### src/rtl/alu_mdu_pkg.sv
// Shared opcode/state encodings and opcode classification helpers for alu_mdu.
package alu_mdu_pkg;

  typedef enum logic [3:0] {
    OP_AND   = 4'h0,
    OP_OR    = 4'h1,
    OP_ADD   = 4'h2,
    OP_XOR   = 4'h3,
    OP_ANDN  = 4'h4,
    OP_ORN   = 4'h5,
    OP_SUB   = 4'h6,
    OP_SLT   = 4'h7,
    OP_SLTU  = 4'h8,
    OP_NOR   = 4'h9,
    OP_MULT  = 4'hA,
    OP_MULTU = 4'hB,
    OP_DIV   = 4'hC,
    OP_DIVU  = 4'hD,
    OP_MFHI  = 4'hE,
    OP_MFLO  = 4'hF
  } op_e;

  typedef enum logic [1:0] {
    S_IDLE,
    S_ITER,
    S_FIX,
    S_DONE
  } state_e;

  function automatic logic is_iter(op_e op);
    return op inside {OP_MULT, OP_MULTU, OP_DIV, OP_DIVU};
  endfunction

  function automatic logic is_signed(op_e op);
    return op inside {OP_MULT, OP_DIV};
  endfunction

  function automatic logic is_div(op_e op);
    return op inside {OP_DIV, OP_DIVU};
  endfunction

endpackage

### src/rtl/mdu_iter.sv
// Iterative unsigned multiply (shift-add) / divide (restoring shift-subtract).
// hi_o/lo_o hold product high/low, or remainder/quotient, after WIDTH steps.
module mdu_iter #(
  parameter int WIDTH = 32,
  parameter int CNT_W = $clog2(WIDTH + 1)
) (
  input  logic             clk,
  input  logic             rst_n,
  input  logic             start_i,
  input  logic             en_i,
  input  logic             is_div_i,
  input  logic [WIDTH-1:0] a_i,
  input  logic [WIDTH-1:0] b_i,
  output logic             done_o,
  output logic [WIDTH-1:0] hi_o,
  output logic [WIDTH-1:0] lo_o
);

  logic [WIDTH-1:0] acc_q, acc_d;
  logic [WIDTH-1:0] mq_q, mq_d;
  logic [WIDTH-1:0] b_q;
  logic [CNT_W-1:0] cnt_q;
  logic             is_div_q;
  logic [WIDTH:0]   sum, shl, diff;

  // One step: acc/mq shift right with conditional add (mul) or left with trial subtract (div).
  always_comb begin
    sum   = {1'b0, acc_q} + {1'b0, b_q};
    shl   = {acc_q, mq_q[WIDTH-1]};
    diff  = shl - {1'b0, b_q};
    acc_d = acc_q;
    mq_d  = mq_q;
    if (is_div_q) begin
      if (!diff[WIDTH]) begin
        acc_d = diff[WIDTH-1:0];
        mq_d  = {mq_q[WIDTH-2:0], 1'b1};
      end else begin
        acc_d = shl[WIDTH-1:0];
        mq_d  = {mq_q[WIDTH-2:0], 1'b0};
      end
    end else if (mq_q[0]) begin
      acc_d = sum[WIDTH:1];
      mq_d  = {sum[0], mq_q[WIDTH-1:1]};
    end else begin
      acc_d = {1'b0, acc_q[WIDTH-1:1]};
      mq_d  = {acc_q[0], mq_q[WIDTH-1:1]};
    end
  end

  // Operand load on start, one step per enabled cycle.
  always_ff @(posedge clk or negedge rst_n) begin
    if (!rst_n) begin
      acc_q    <= '0;
      mq_q     <= '0;
      b_q      <= '0;
      cnt_q    <= '0;
      is_div_q <= 1'b0;
    end else if (start_i) begin
      acc_q    <= '0;
      mq_q     <= a_i;
      b_q      <= b_i;
      cnt_q    <= '0;
      is_div_q <= is_div_i;
    end else if (en_i) begin
      acc_q <= acc_d;
      mq_q  <= mq_d;
      cnt_q <= cnt_q + CNT_W'(1);
    end
  end

  assign done_o = en_i && (cnt_q == CNT_W'(WIDTH - 1));
  assign hi_o   = acc_q;
  assign lo_o   = mq_q;

endmodule

### src/rtl/alu_mdu.sv
// Registered ALU with handshake and iterative multiply/divide into HI/LO.
//
// state  | meaning
// IDLE   | no result held, ready for a request
// ITER   | mdu_iter stepping a multiply/divide
// FIX    | sign correction, HI/LO written
// DONE   | result held valid until out_ready
module alu_mdu
  import alu_mdu_pkg::*;
#(
  parameter int WIDTH = 32
) (
  input  logic             clk,
  input  logic             rst_n,
  input  logic             in_valid,
  output logic             in_ready,
  input  logic [3:0]       op,
  input  logic [WIDTH-1:0] src_a,
  input  logic [WIDTH-1:0] src_b,
  output logic             out_valid,
  input  logic             out_ready,
  output logic [WIDTH-1:0] result,
  output logic             zero,
  output logic             ovf,
  output logic [WIDTH-1:0] hi,
  output logic [WIDTH-1:0] lo
);

  localparam int CNT_W = $clog2(WIDTH + 1);

  op_e              op_in;
  state_e           state_q, state_d;
  logic             accept, div_by_zero, start_iter, iter_done;
  logic             neg_a, neg_b;
  logic [WIDTH-1:0] a_mag, b_mag, b_add, sum;
  logic [WIDTH-1:0] alu_res, it_hi, it_lo, fix_hi, fix_lo;
  logic [2*WIDTH-1:0] prod, prod_neg;
  logic             alu_ovf;
  logic [WIDTH-1:0] result_q, hi_q, lo_q;
  logic             ovf_q, is_div_q, neg_lo_q, neg_hi_q;

  assign op_in       = op_e'(op);
  assign in_ready    = (state_q == S_IDLE) || (state_q == S_DONE && out_ready);
  assign accept      = in_valid && in_ready;
  assign div_by_zero = is_div(op_in) && (src_b == '0);
  assign start_iter  = accept && is_iter(op_in) && !div_by_zero;

  // Next-state logic.
  always_comb begin
    state_d = state_q;
    case (state_q)
      S_IDLE, S_DONE: begin
        if (accept)                   state_d = start_iter ? S_ITER : S_DONE;
        else if (state_q == S_DONE && out_ready) state_d = S_IDLE;
      end
      S_ITER:  if (iter_done) state_d = S_FIX;
      S_FIX:   state_d = S_DONE;
      default: state_d = S_IDLE;
    endcase
  end

  // State register.
  always_ff @(posedge clk or negedge rst_n) begin
    if (!rst_n) state_q <= S_IDLE;
    else        state_q <= state_d;
  end

  // Single-cycle ALU; divide-by-zero also resolves here to all ones.
  always_comb begin
    b_add   = (op_in == OP_SUB) ? (~src_b + WIDTH'(1)) : src_b;
    sum     = src_a + b_add;
    alu_ovf = 1'b0;
    alu_res = '0;
    case (op_in)
      OP_AND:  alu_res = src_a & src_b;
      OP_OR:   alu_res = src_a | src_b;
      OP_ADD, OP_SUB: begin
        alu_res = sum;
        alu_ovf = (src_a[WIDTH-1] == b_add[WIDTH-1]) && (sum[WIDTH-1] != src_a[WIDTH-1]);
      end
      OP_XOR:  alu_res = src_a ^ src_b;
      OP_ANDN: alu_res = src_a & ~src_b;
      OP_ORN:  alu_res = src_a | ~src_b;
      OP_SLT:  alu_res = WIDTH'($signed(src_a) < $signed(src_b));
      OP_SLTU: alu_res = WIDTH'(src_a < src_b);
      OP_NOR:  alu_res = ~(src_a | src_b);
      OP_DIV, OP_DIVU: alu_res = '1;
      OP_MFHI: alu_res = hi_q;
      OP_MFLO: alu_res = lo_q;
      default: alu_res = '0;
    endcase
  end

  // Signed ops iterate on magnitudes; the sign is restored in FIX.
  always_comb begin
    neg_a = is_signed(op_in) && src_a[WIDTH-1];
    neg_b = is_signed(op_in) && src_b[WIDTH-1];
    a_mag = neg_a ? -src_a : src_a;
    b_mag = neg_b ? -src_b : src_b;
  end

  mdu_iter #(.WIDTH(WIDTH), .CNT_W(CNT_W)) u_iter (
    .clk      (clk),
    .rst_n    (rst_n),
    .start_i  (start_iter),
    .en_i     (state_q == S_ITER),
    .is_div_i (is_div(op_in)),
    .a_i      (a_mag),
    .b_i      (b_mag),
    .done_o   (iter_done),
    .hi_o     (it_hi),
    .lo_o     (it_lo)
  );

  // Sign correction: product negated as a whole; quotient/remainder individually.
  always_comb begin
    prod     = {it_hi, it_lo};
    prod_neg = -prod;
    if (is_div_q) begin
      fix_lo = neg_lo_q ? -it_lo : it_lo;
      fix_hi = neg_hi_q ? -it_hi : it_hi;
    end else begin
      fix_lo = neg_lo_q ? prod_neg[WIDTH-1:0]       : it_lo;
      fix_hi = neg_lo_q ? prod_neg[2*WIDTH-1:WIDTH] : it_hi;
    end
  end

  // Result, flags and HI/LO registers.
  always_ff @(posedge clk or negedge rst_n) begin
    if (!rst_n) begin
      result_q <= '0;
      ovf_q    <= 1'b0;
      hi_q     <= '0;
      lo_q     <= '0;
      is_div_q <= 1'b0;
      neg_lo_q <= 1'b0;
      neg_hi_q <= 1'b0;
    end else if (start_iter) begin
      ovf_q    <= 1'b0;
      is_div_q <= is_div(op_in);
      neg_lo_q <= neg_a ^ neg_b;
      neg_hi_q <= is_div(op_in) && neg_a;
    end else if (accept) begin
      result_q <= alu_res;
      ovf_q    <= alu_ovf;
      if (div_by_zero) begin
        hi_q <= src_a;
        lo_q <= '1;
      end
    end else if (state_q == S_FIX) begin
      hi_q     <= fix_hi;
      lo_q     <= fix_lo;
      result_q <= fix_lo;
    end
  end

  assign out_valid = (state_q == S_DONE);
  assign result    = result_q;
  assign zero      = (result_q == '0);
  assign ovf       = ovf_q;
  assign hi        = hi_q;
  assign lo        = lo_q;

endmodule

### config.mk
export PLATFORM = sky130hd
export DESIGN_NAME = alu_mdu
export DESIGN_NICKNAME = d
export VERILOG_FILES = /design/src/rtl/alu_mdu_pkg.sv /design/src/rtl/mdu_iter.sv /design/src/rtl/alu_mdu.sv
export SDC_FILE = /design/constraint.sdc
export NUM_CORES = 1
export LEC_CHECK = 0
export CAP_MARGIN = 25
export CORE_ASPECT_RATIO = 1.2
export CORE_MARGIN = 3
export CORE_UTILIZATION = 45
export CTS_CLUSTER_SIZE = 25
export DETAILED_ROUTE_END_ITERATION = 6
export PLACE_DENSITY = 0.61
export SYNTH_ARGS = -nofsm -noshare
export SYNTH_HDL_FRONTEND = slang
export SYNTH_SLANG_ARGS = --single-unit
### constraint.sdc
create_clock -name clk -period 6.99 [get_ports clk]
set_clock_uncertainty 0.15 [all_clocks]
set_input_delay 1.7475 -clock clk [delete_from_list [all_inputs] [get_ports clk]]
set_output_delay 1.7475 -clock clk [all_outputs]
set_load 0.005 [all_outputs]
Yosys cells after proc, flatten, opt, wreduce, memory -nomap -nowiden. Index checks and enable logic that the tools add are counted.

Input bits: 72. Bits in registers: 204. Output and inout bits: 100. Logic and storage cells: 122.

Order comparisons: 2. Add/sub/neg operators: 10. Equal/unequal tests: 24. Bitwise operators: 9. Reductions and logical operators: 28. Muxes and demuxes: 37.

Operators by type and width (count): 2-to-1 mux 32 bit (25); one-hot mux 32 bit (12 select lines) (1); negator 32 bit (4); bitwise AND 32 bit (2); logical NOT 32 bit (2); < comparator 32 bit (2); negator 64 bit (1); inverter 32 bit (2); OR 32 bit (2); adder 32 x 32 -> 33 bit (1); subtractor 33 x 32 -> 33 bit (1); adder 32 x 1 -> 32 bit, second input constant (1); adder 32 bit (1); equality test 4 bit, second input constant (8); XOR 32 bit (1); equality test 4 x 3 -> 1 bit, second input constant (4); 2-to-1 mux 6 bit (2); logical AND 1 bit (10); nonzero test 2 bit (5); equality test 4 x 2 -> 1 bit, second input constant (2); 2-to-1 mux 2 bit (4); adder 6 x 1 -> 6 bit, second input constant (1); equality test 6 x 5 -> 1 bit, second input constant (1); one-hot mux 2 bit (3 select lines) (1); other kinds (19) (26).

Longest topological paths before layout.
Depth after elaboration: 9. Gate-level depth with buffers: 19. Depth with buffers taken out: 18.

Modules after synthesis. From an unflattened synthesis, not the netlist that was laid out.

Cell total of the unflattened synthesis: 2915. Area, all modules: 22039.9 um2.

Modules (own cells, without submodules): alu_mdu (seq. area each 2552.4 um2, times used 1, area an instance 13090.1 um2, cells each 1786); mdu_iter (seq. area each 2577.5 um2, times used 1, area an instance 8949.8 um2, cells each 1129).

Worst setup path before layout. Ideal clock, no wire load.

Path type: input to register. From: input port src_b[9]. To: register ovf_q (netlist: ovf). Arrival: 5.609 ns. Buffers on the path: 2. Library setup time: 0.133 ns. Stages on the path: 18. Slack: 1.098 ns. Required time: 6.707 ns. Path through: buf_6 > or4_4 > nor4_4 > or2b_1 > nor2_1 > a21oi_1 > xnor2_1 > ha_1 > buf_2 > a21o_1 > a21o_1 > a21o_1 > a21o_1 > a2111oi_0 > o31ai_1 > a221oi_2 > mux2i_1 > o31ai_1.

Longest elaborated chain between the ends: 9. Elaborated cells between the ends (all ways): 15. Those cells by class: 2 x add/sub; 2 x eq/ne; 4 x mux; 1 x bitwise; 6 x reduce/logical.

RTL lines: start, declared (RTL line alu_mdu.sv:19) `input logic [WIDTH-1:0] src_b,`; inverter 32 bit (RTL line alu_mdu.sv:70) `b_add = (op_in == OP_SUB) ? (~src_b + WIDTH'(1)) : src_b;`; adder 32 x 1 -> 32 bit (RTL line alu_mdu.sv:70); 2-to-1 mux 32 bit (RTL line alu_mdu.sv:70); adder 32 bit (RTL line alu_mdu.sv:71) `sum = src_a + b_add;`; inequality test 1 bit (RTL line alu_mdu.sv:79) `alu_ovf = (src_a[WIDTH-1] == b_add[WIDTH-1]) && (sum[WIDTH-1] != src_a[WIDTH-1]);`; logical AND 1 bit (RTL line alu_mdu.sv:79); 2-to-1 mux 1 bit (RTL line alu_mdu.sv:74) `case (op_in)`; 2-to-1 mux 1 bit (RTL line alu_mdu.sv:143) `end else if (accept) begin`; 2-to-1 mux 1 bit (RTL line alu_mdu.sv:138) `end else if (start_iter) begin`; end signal, assigned (RTL line alu_mdu.sv:145) `ovf_q <= alu_ovf;`; end, declared (RTL line alu_mdu.sv:40) `logic ovf_q, is_div_q, neg_lo_q, neg_hi_q;`.

Several ways; a longest one is shown, not always the timed one. The select of a mux whose other input is x is not followed. A chain may end at the register's enable or synchronous reset.

Worst setup path after layout.
From: input port src_b[0]. To: register result_q[21] (netlist: result[21]).

Longest elaborated chain between the ends: 6. Elaborated cells between the ends (all ways): 12. Those cells by class: 2 x add/sub; 3 x mux; 2 x bitwise; 5 x reduce/logical.

RTL lines: inverter 32 bit or logical NOT 32 bit (tied branches) (RTL line alu_mdu.sv:70, alu_mdu.sv:45); adder 32 x 1 -> 32 bit or logical AND 1 bit (tied branches) (RTL line alu_mdu.sv:70, alu_mdu.sv:45); 2-to-1 mux 32 bit or logical NOT 1 bit (tied branches) (RTL line alu_mdu.sv:70, alu_mdu.sv:46); adder 32 bit or logical AND 1 bit (tied branches) (RTL line alu_mdu.sv:71, alu_mdu.sv:46); one-hot mux 32 bit (12 select lines) or inverter 1 bit (tied branches); 2-to-1 mux 32 bit or AND reduction 2 bit (tied branches); end signal, assigned (RTL line alu_mdu.sv:144) `result_q <= alu_res;`; end signal, assigned (RTL line alu_mdu.sv:153) `result_q <= fix_lo;`; end, declared (RTL line alu_mdu.sv:39) `logic [WIDTH-1:0] result_q, hi_q, lo_q;`.

Several ways; a longest one is shown, not always the timed one.

==> metrics.md <==
| Metric | Value |
|---|---|
| Min-delay worst type | `flip-flop to flip-flop` |
| Post-synth EDFFs | `0` |
| Crit path capture type | `flip-flop` |
| CTS Buffer Depth | `3` |
| Die area | `51400 sq um` |
| H-tree Lvls | `1` |
| Netlist cell types | `roughly 90` |
| Post-synthesis async set-or-reset flop share | `1.00` |
| Avg Vias per Cell | `6.42` |
| CTS tree | `built` |
| Drt total wl | `~96000 um` |
| Switch share | `0.513` |
| Vias in the first global route | `between 20000 and 25000` |
| CP startpoint kind | `input pin` |
| Seq/Total Area, Yosys | `0.233` |
| Status | `finished clean` |
| Die W | `slightly above 200 um` |
| Prevailing post-synth register cell | `dfrtp_1` |
| Final GP Congestion | `roughly 1.0` |
| CP required | `~7.4 ns` |
| WL/cell | `approximately 27 um` |
| Fin worst setup slack | `around 0.9 ns` |
| HPWL Detailed | `about 73000 um` |
| Fin Setup TNS | `0 ns` |
| Yosys warning total | `0` |
| Max cap viols | `0` |
| Dpl ws | `0.415 ns` |
| Crit Path Max Fanout | `5` |
| CTS clock-pin slew for the worst setup and hold paths | `0.06 ns` |
| Clk pwr share | `0.125` |
| Layout Nets | `between 3000 and 4000` |
| Relative slew margins | `0.318` |
| Core ar. | `47600 sq um` |
| Ant. Diodes | `0` |
| Post-DP Area | `approximately 24000 sq um` |
| Leak pwr | `~11 nW` |
| Largest net degree at the start of global routing | `approximately 130` |
| Clock Sinks | `between 200 and 250` |
| First-pass GRT wire length | `around 140000 um` |
| Synth-to-Final Area Change | `15.1%` |
| GRT Util Overall | `0.358` |
| Share of the cycle needed by the critical path after routing | `0.871` |
| Die H | `~250 um` |
| Final hold vios | `0` |
| Design Area, Final | `25200 sq um` |
| Post-Syn Area | `approximately 22000 sq um` |
| Sequential power share | `0.228` |
| Cell Rows | `87` |
| Port Buffers | `roughly 170` |
| Critical path type | `input pin to flip-flop` |
| CTS Root Cell | `clkbuf_16` |
| CP arrival | `6.46 ns` |
| Pint | `between 5 and 6 mW` |
| Clk Latency, worst-skew pair | `0.58 ns` |
| Filler cells | `roughly 4600` |
| IO Count | `172` |
| DRT Pass-1 Iters | `6` |
| Fmax achieved | `approximately 160 MHz` |
| Combinational fraction of design power | `0.647` |
| Slew @ Worst Pin | `between 0.9 and 1 ns` |
| # Post-CTS Setup Buffers | `0` |
| ANT nets after route | `0` |
| Vias | `23100` |
| PostCTS Resize Cnt | `0` |
| CTS Buf Count | `26` |
| Max Slew Vio Count | `0` |
| Avg Cell Area, Syn | `about 7.7 sq um` |
| DRC Markers | `0` |
| Initial antenna violation count | `2` |
| Post-Syn Instances | `around 2900` |
| Initial Utilization | `0.461` |
| Power Density | `between 400 and 500 nW/um^2` |
| Sw Pwr | `slightly above 6 mW` |
| Finished Core Util | `0.530` |
| Share of post-route cells with drive strength above 1 | `0.0569` |
| RSZ-0062 raised after global routing | `no` |
| Syn nets | `about 3100` |
| Yosys reg bits | `204` |
| Minimum clock period | `around 6.1 ns` |
| Worst VDD drop | `between 200 and 300 uV` |
| # hold bufs at CTS | `0` |
| First DRT Iteration DRCs | `approximately 2300` |
| Setup-failing EPs final | `0` |
| Grt ovf | `0` |
[routing by layer]
| layer | global-route usage | vias to the layer above | share of wire |
|---|---|---|---|
| met3 | 0.0618 | 211 | 0.085 |
| met1 | 0.466 | 11200 | 0.41 |
| li1 | - | 10500 | - |
| met5 | 0 | - | 0.00011 |
| met4 | 0.135 | 2 | 0.043 |
| met2 | 0.599 | 1146 | 0.46 |
[worst paths after layout]
path | from | end | slack, ns | cells past startpoint
min in group asynchronous | rst_n | result[29] | 1.13 | 1
worst min-delay path | ovf | ovf | 0.33 | 2
max in group asynchronous | rst_n | u_iter.hi_o[8] | 4.45 | 2
worst max register to register | u_iter.lo_o[31] | u_iter.hi_o[0] | 2.36 | 14
worst min register to register | ovf | ovf | 0.33 | 2
worst max-delay path | src_b[0] | result[21] | 0.90 | 19
[power groups by stage]
stage	Clock (mW)	Combinational, mW	Sequential (mW)
floorplan	0	5.06	2.26
finish	1.48	7.67	2.71
global placement	0	7.38	2.67
CTS	1.50	7.53	2.67
global route	1.55	8.32	2.77
detailed placement	0	7.47	2.67
[sequential cells by signal, indices dropped and copies added, names as in the netlist]
register	count
result	32
u_iter.hi_o	32
is_div_q	1
u_iter.b_q	32
lo	32
neg_hi_q	1
u_iter.lo_o	32
hi	32
state_q	2
u_iter.cnt_q	6
neg_lo_q	1
ovf	1
[worst max-delay path, stage by stage]
cell	delay [ns]
clkdlybuf4s50_1	0.57
inv_1	0.19
ha_1	0.21
nor3b_1	0.27
buf_4	0.17
nand2_1	0.16
nor4_1	0.29
nor2_1	0.09
xnor2_1	0.14
ha_1	0.34
a211oi_1	0.23
o21ai_0	0.16
a21oi_1	0.22
a21oi_1	0.09
buf_4	0.15
o21ai_0	0.38
a21oi_1	0.20
o311ai_0	0.61
a22o_1	0.21
[cells by family after synthesis]
family,Yosys count,share of synthesized area
fa+ha+maj,208,0.120
mux,54,0.0252
compound gates,950,0.275
buf+inv,312,0.0556
simple gates,874,0.191
flops,204,0.233
xor+xnor,251,0.100
[metrics by stage]
stage / hold WS [ns] / std cells / power [mW]
2_1_floorplan: 0.323 / 2853 / 7.32
3_3_place_gp: 0.320 / 3545 / 10.1
3_5_place_dp: 0.333 / 3546 / 10.1
4_1_cts: 0.345 / 3592 / 11.7
5_1_grt: 0.393 / 3593 / 12.6
6_report: 0.334 / 3593 / 11.9
[placed cells by master, fill, tap and decap left out, types with 44 or more instances in the layout]
cell type	count
a31oi_1	50
mux2i_1	44
o211ai_1	45
ha_1	204
o31ai_1	50
dfrtp_1	203
nor3_1	55
nand2_1	337
a21oi_1	184
a21o_1	56
clkdlybuf4s50_1	169
xor2_1	74
inv_1	145
buf_4	62
nand3_1	58
nor2_1	197
xnor2_1	177
o21ai_0	308
[cells in the mapped netlist, types with 8 or more instances]
cell | count | area [sq um]
a211oi_1 | 43 | 323
or3_1 | 22 | 138
o31ai_1 | 50 | 375
nor4_1 | 25 | 156
a21o_1 | 56 | 420
o21ai_0 | 308 | 1540
nand2_1 | 337 | 1260
buf_2 | 23 | 115
a311oi_1 | 10 | 87.6
o21a_1 | 21 | 158
mux2_2 | 10 | 113
nor3_1 | 57 | 285
buf_1 | 11 | 41.3
and3_1 | 22 | 138
ha_1 | 205 | 2560
or4_1 | 16 | 120
dfrtp_1 | 204 | 5100
o41ai_1 | 18 | 158
nor2_1 | 199 | 747
inv_1 | 145 | 544
o21ai_1 | 8 | 40.0
nand2b_1 | 20 | 125
a21oi_1 | 184 | 921
nand4_1 | 38 | 238
a22oi_1 | 26 | 195
a31oi_1 | 50 | 313
xnor2_1 | 177 | 1550
clkbuf_1 | 129 | 484
xor2_1 | 74 | 648
and2_1 | 14 | 87.6
a21boi_0 | 8 | 60.1
nand3_1 | 58 | 290
o211ai_1 | 45 | 338
o22ai_1 | 11 | 68.8
o21bai_1 | 12 | 90.1
a221oi_1 | 19 | 166
mux2i_1 | 44 | 440
nor2b_1 | 20 | 125
[layout make-up]
cell class	count	area (sq um)	share of cell area
multi-input cells	2337	15600	0.620
flip-flops and latches	204	5110	0.202
repair buffers	237	2240	0.0889
well taps	623	779	0.0309
clock buffers	34	732	0.0290
inverters	146	548	0.0217
clock inverters	12	173	0.00685
Power figures use the tool's default switching activity.
